==> src/rtl/serial_deserializer.sv <==
// serial_deserializer: packs qualified serial bits into WIDTH-bit words behind a one-entry valid/ready output register
module serial_deserializer #(
    parameter int WIDTH     = 8,
    parameter bit MSB_FIRST = 1'b1
) (
    input  logic                     clk,
    input  logic                     rst,
    input  logic                     data_in,
    input  logic                     bit_valid,
    input  logic                     clear,
    input  logic                     word_ready,
    input  logic                     ovf_clr,
    output logic [WIDTH-1:0]         word_out,
    output logic                     word_valid,
    output logic [$clog2(WIDTH)-1:0] bit_count,
    output logic                     overflow
);
    localparam int CW = $clog2(WIDTH);
    logic [WIDTH-1:0] shift_q, shift_d, word_q, word_d, next_word;
    logic [CW-1:0] cnt_q, cnt_d;
    logic valid_q, valid_d, ovf_q, ovf_d, take, done, free;
    always_comb begin
        next_word = MSB_FIRST ? {shift_q[WIDTH-2:0], data_in} : {data_in, shift_q[WIDTH-1:1]};
        take      = bit_valid && !clear;
        done      = take && (cnt_q == CW'(WIDTH - 1));
        free      = !valid_q || word_ready;
        shift_d   = clear ? '0 : take ? next_word : shift_q;
        cnt_d     = (clear || done) ? '0 : take ? cnt_q + CW'(1) : cnt_q;
        word_d    = (done && free) ? next_word : word_q;
        valid_d   = (done && free) ? 1'b1 : (valid_q && word_ready) ? 1'b0 : valid_q;
        ovf_d     = (done && !free) ? 1'b1 : ovf_clr ? 1'b0 : ovf_q;
    end
    always_ff @(posedge clk) begin
        if (rst) begin
            shift_q <= '0;
            word_q  <= '0;
            cnt_q   <= '0;
            valid_q <= 1'b0;
            ovf_q   <= 1'b0;
        end else begin
            shift_q <= shift_d;
            word_q  <= word_d;
            cnt_q   <= cnt_d;
            valid_q <= valid_d;
            ovf_q   <= ovf_d;
        end
    end
    assign word_out   = word_q;
    assign word_valid = valid_q;
    assign bit_count  = cnt_q;
    assign overflow   = ovf_q;
endmodule

==> config.mk <==
export PLATFORM = sky130hd
export DESIGN_NAME = serial_deserializer
export DESIGN_NICKNAME = d
export VERILOG_FILES = /design/src/rtl/serial_deserializer.sv
export SDC_FILE = /design/constraint.sdc
export NUM_CORES = 1
export LEC_CHECK = 0
export BUFFER_PORTS_ARGS = -buffer_cell sky130_fd_sc_hd__buf_2
export CAP_MARGIN = 20
export CORE_UTILIZATION = 35
export DETAILED_ROUTE_END_ITERATION = 16
export GPL_TIMING_DRIVEN = 0
export HOLD_SLACK_MARGIN = 0.02
export PLACE_DENSITY = 0.55
export SYNTH_ARGS = -nofsm -noshare
export SYNTH_HDL_FRONTEND = slang
export SYNTH_SLANG_ARGS = --single-unit
==> constraint.sdc <==
create_clock -name clk -period 2.31 [get_ports clk]
set_input_delay 0.462 -clock clk [delete_from_list [all_inputs] [get_ports clk]]
set_output_delay 0.462 -clock clk [all_outputs]
set_load 0.03 [all_outputs]
==> reports/summary.txt <==
status: finished clean
Setup crit start kind: flip-flop
worst endpoint required time: 2.55 ns
iteration-0 DRC count of the detailed router: 6
Die Area: 2600 um2
Hold Crit Class: in -> reg
share of the yosys chip area belonging to registers: 47.7%
Die Y: 51.0 um
Worst-Skew Late Latency: 0.30 ns
Clock Skew: 0.00152 ns
grt total ovfl: 0
number of flops mapped to enable cells by yosys: 0
Clock Root Buffer: clkbuf_4
YS warnings: 0
leading area contributor after synthesis: dfxtp_1
DP Cell Count: 129
via/cell ratio: 4.59
crit-path max FO: 8
global-route wire length before repair: 2.53 mm
cts repair resizes: 0
IO Port Bufs: 19
DRC errors left: 0
IO Count: 20
Setup Fix Bufs, Post-CTS: 0
Final period util: 64.1%
CTS sink count: 20
Setup crit end kind: flip-flop
CTS tree: done
H-tree level count: 1
total number of vias: 610
most common flop cell mapped by yosys: dfxtp_1
final wirelength: 1.54 mm
Detailed Place HPWL: 1.06 mm
row count: 17
TritonCTS Buffers: 3
Core Region: 2230 um2
Final Max Tran Viols: 0
syn_area_per_cell: 10.2 um2
crit path kind: reg -> reg
Starting Density: 37.6%
cts hold-fix bufs: 0
Antenna diodes: 0
die width: 51.0 um
static leakage: 0.000427 uW
GP Congestion: 0.684
#FFs+latches synth: 20
final net count: 115
Final setup violation count: 0
fin cells: 133
Finished Core Util: 45.0%
Overall Global Routing Usage: 13.6%
final setup TNS: 0 ns
Hold Vio Cnt, Final: 0
Worst-Margin Slew: 0.404 ns
post-synth cell types: 19
fin crit period: 1.48 ns
critical path arrival: 1.72 ns
FMAX: 675 MHz
register clock-pin slew on the reported worst setup and hold paths: 0.12 ns
most frequent cell after synthesis: dfxtp_1
power per cell area: 589 nW/um2
DRT Pass-1 Iters: 2
worst vdd ir: 0.000301 V
Max-cap violations: 0
max_slew headroom: 73.1%
layout cells sized above 1: 26.7%
syn nets: 91
Synth top area share: 47.7%
Synth Instances: 82
Syn Std Cell Area: 840 um2
largest net degree at the start of global routing: 12
ranking of synthesized cells by area: dfxtp_1 (48%), mux2i_1 (18%), nand2b_1 (12%)
Area growth, synth to finish: 19.8%
initial antenna violation count: 0
vias in the first global route: 565
Final ANT Viol Nets: 0
Async S/R FF share, synth: 0%
drt wl/cell: 11.5 um
unrepaired setup endpoints after global routing: no
list of most frequent post-synthesis cells: dfxtp_1 (20), nand2b_1 (16), mux2i_1 (15)
Max clock buf depth: 2
==> layout make-up <==
type / instances / area, um2
tap: 28 / 35.0
inverter: 2 / 7.51
sequential: 20 / 400
fill: 227 / 1230
multi-input combinational: 56 / 404
timing repair buffer: 19 / 95.1
buffer: 4 / 27.5
clock buffer: 4 / 36.3
==> state kept, by name, indices dropped and copies added (netlist names) <==
signal and count:
word_valid 1, overflow 1, shift_q 7, bit_count 3, word_out 8
==> metal layers <==
metal | share of wire, % | routed length (um) | up-vias | GRT usage (%)
met2 | 44 | 681 | 12 | 21.1
met5 | 0 | 0 | - | 0
met1 | 50 | 763 | 279 | 17.1
met3 | 3.4 | 52 | 5 | 2.68
met4 | 2.5 | 38 | 0 | 8.33
li1 | - | - | 314 | -
==> critical path, cell delays in order, from the launching register on <==
cell	delay, ns
dfxtp_1	0.40
ha_1	0.17
ha_1	0.19
nand3b_1	0.14
nor2b_2	0.15
buf_6	0.16
mux2i_1	0.20
==> placed cells by master (no fill, tap or decap), types with 2 or more instances in the layout <==
master	n
nand3b_1	3
inv_1	2
nor2_1	8
nand2_1	2
a21oi_1	4
ha_1	2
nand2b_1	16
dfxtp_1	20
clkbuf_4	3
mux2i_1	15
buf_2	20
==> kinds of logic (layout without fill, tap and decap cells) <==
kind of cell / count (synthesis) / in the layout / synth area share (%)
buf+inv: 6 / 29 / 4.17
fa+ha+maj: 2 / 2 / 2.98
mux: 15 / 15 / 17.9
compound gates: 5 / 5 / 3.13
simple gates: 34 / 34 / 24.1
flops: 20 / 20 / 47.7
==> path summary, 6_finish.rpt <==
check        cells after the start  slack [ns]          from     endpoint
max                              6        0.83  bit_count[0]  word_out[4]
min                              3        0.41       data_in   shift_q[0]
min reg2reg                      2        0.48   word_out[1]  word_out[1]
max reg2reg                      6        0.83  bit_count[0]  word_out[4]
==> power breakdown <==
part / internal [uW] / leakage [uW] / switching, uW / total (uW)
clock: 96.2 / 0.0000210 / 113 / 209
sequential: 347 / 0.000161 / 1.60 / 348
combinational: 16.9 / 0.000245 / 18.5 / 35.3
total: 460 / 0.000427 / 133 / 593
==> stage by stage <==
step / hold slack (ns) / total power (uW) / instance area, um2 / worst slack [ns]
after CTS: 0.411 / 601 / 1010 / 0.810
after global routing: 0.408 / 617 / 1010 / 0.682
final: 0.409 / 593 / 1010 / 0.828
after detailed placement: 0.459 / 392 / 970 / 0.867
after floorplan: 0.451 / 378 / 840 / 0.785
after global placement: 0.455 / 391 / 970 / 0.886
(Power assumes the default switching activity.)
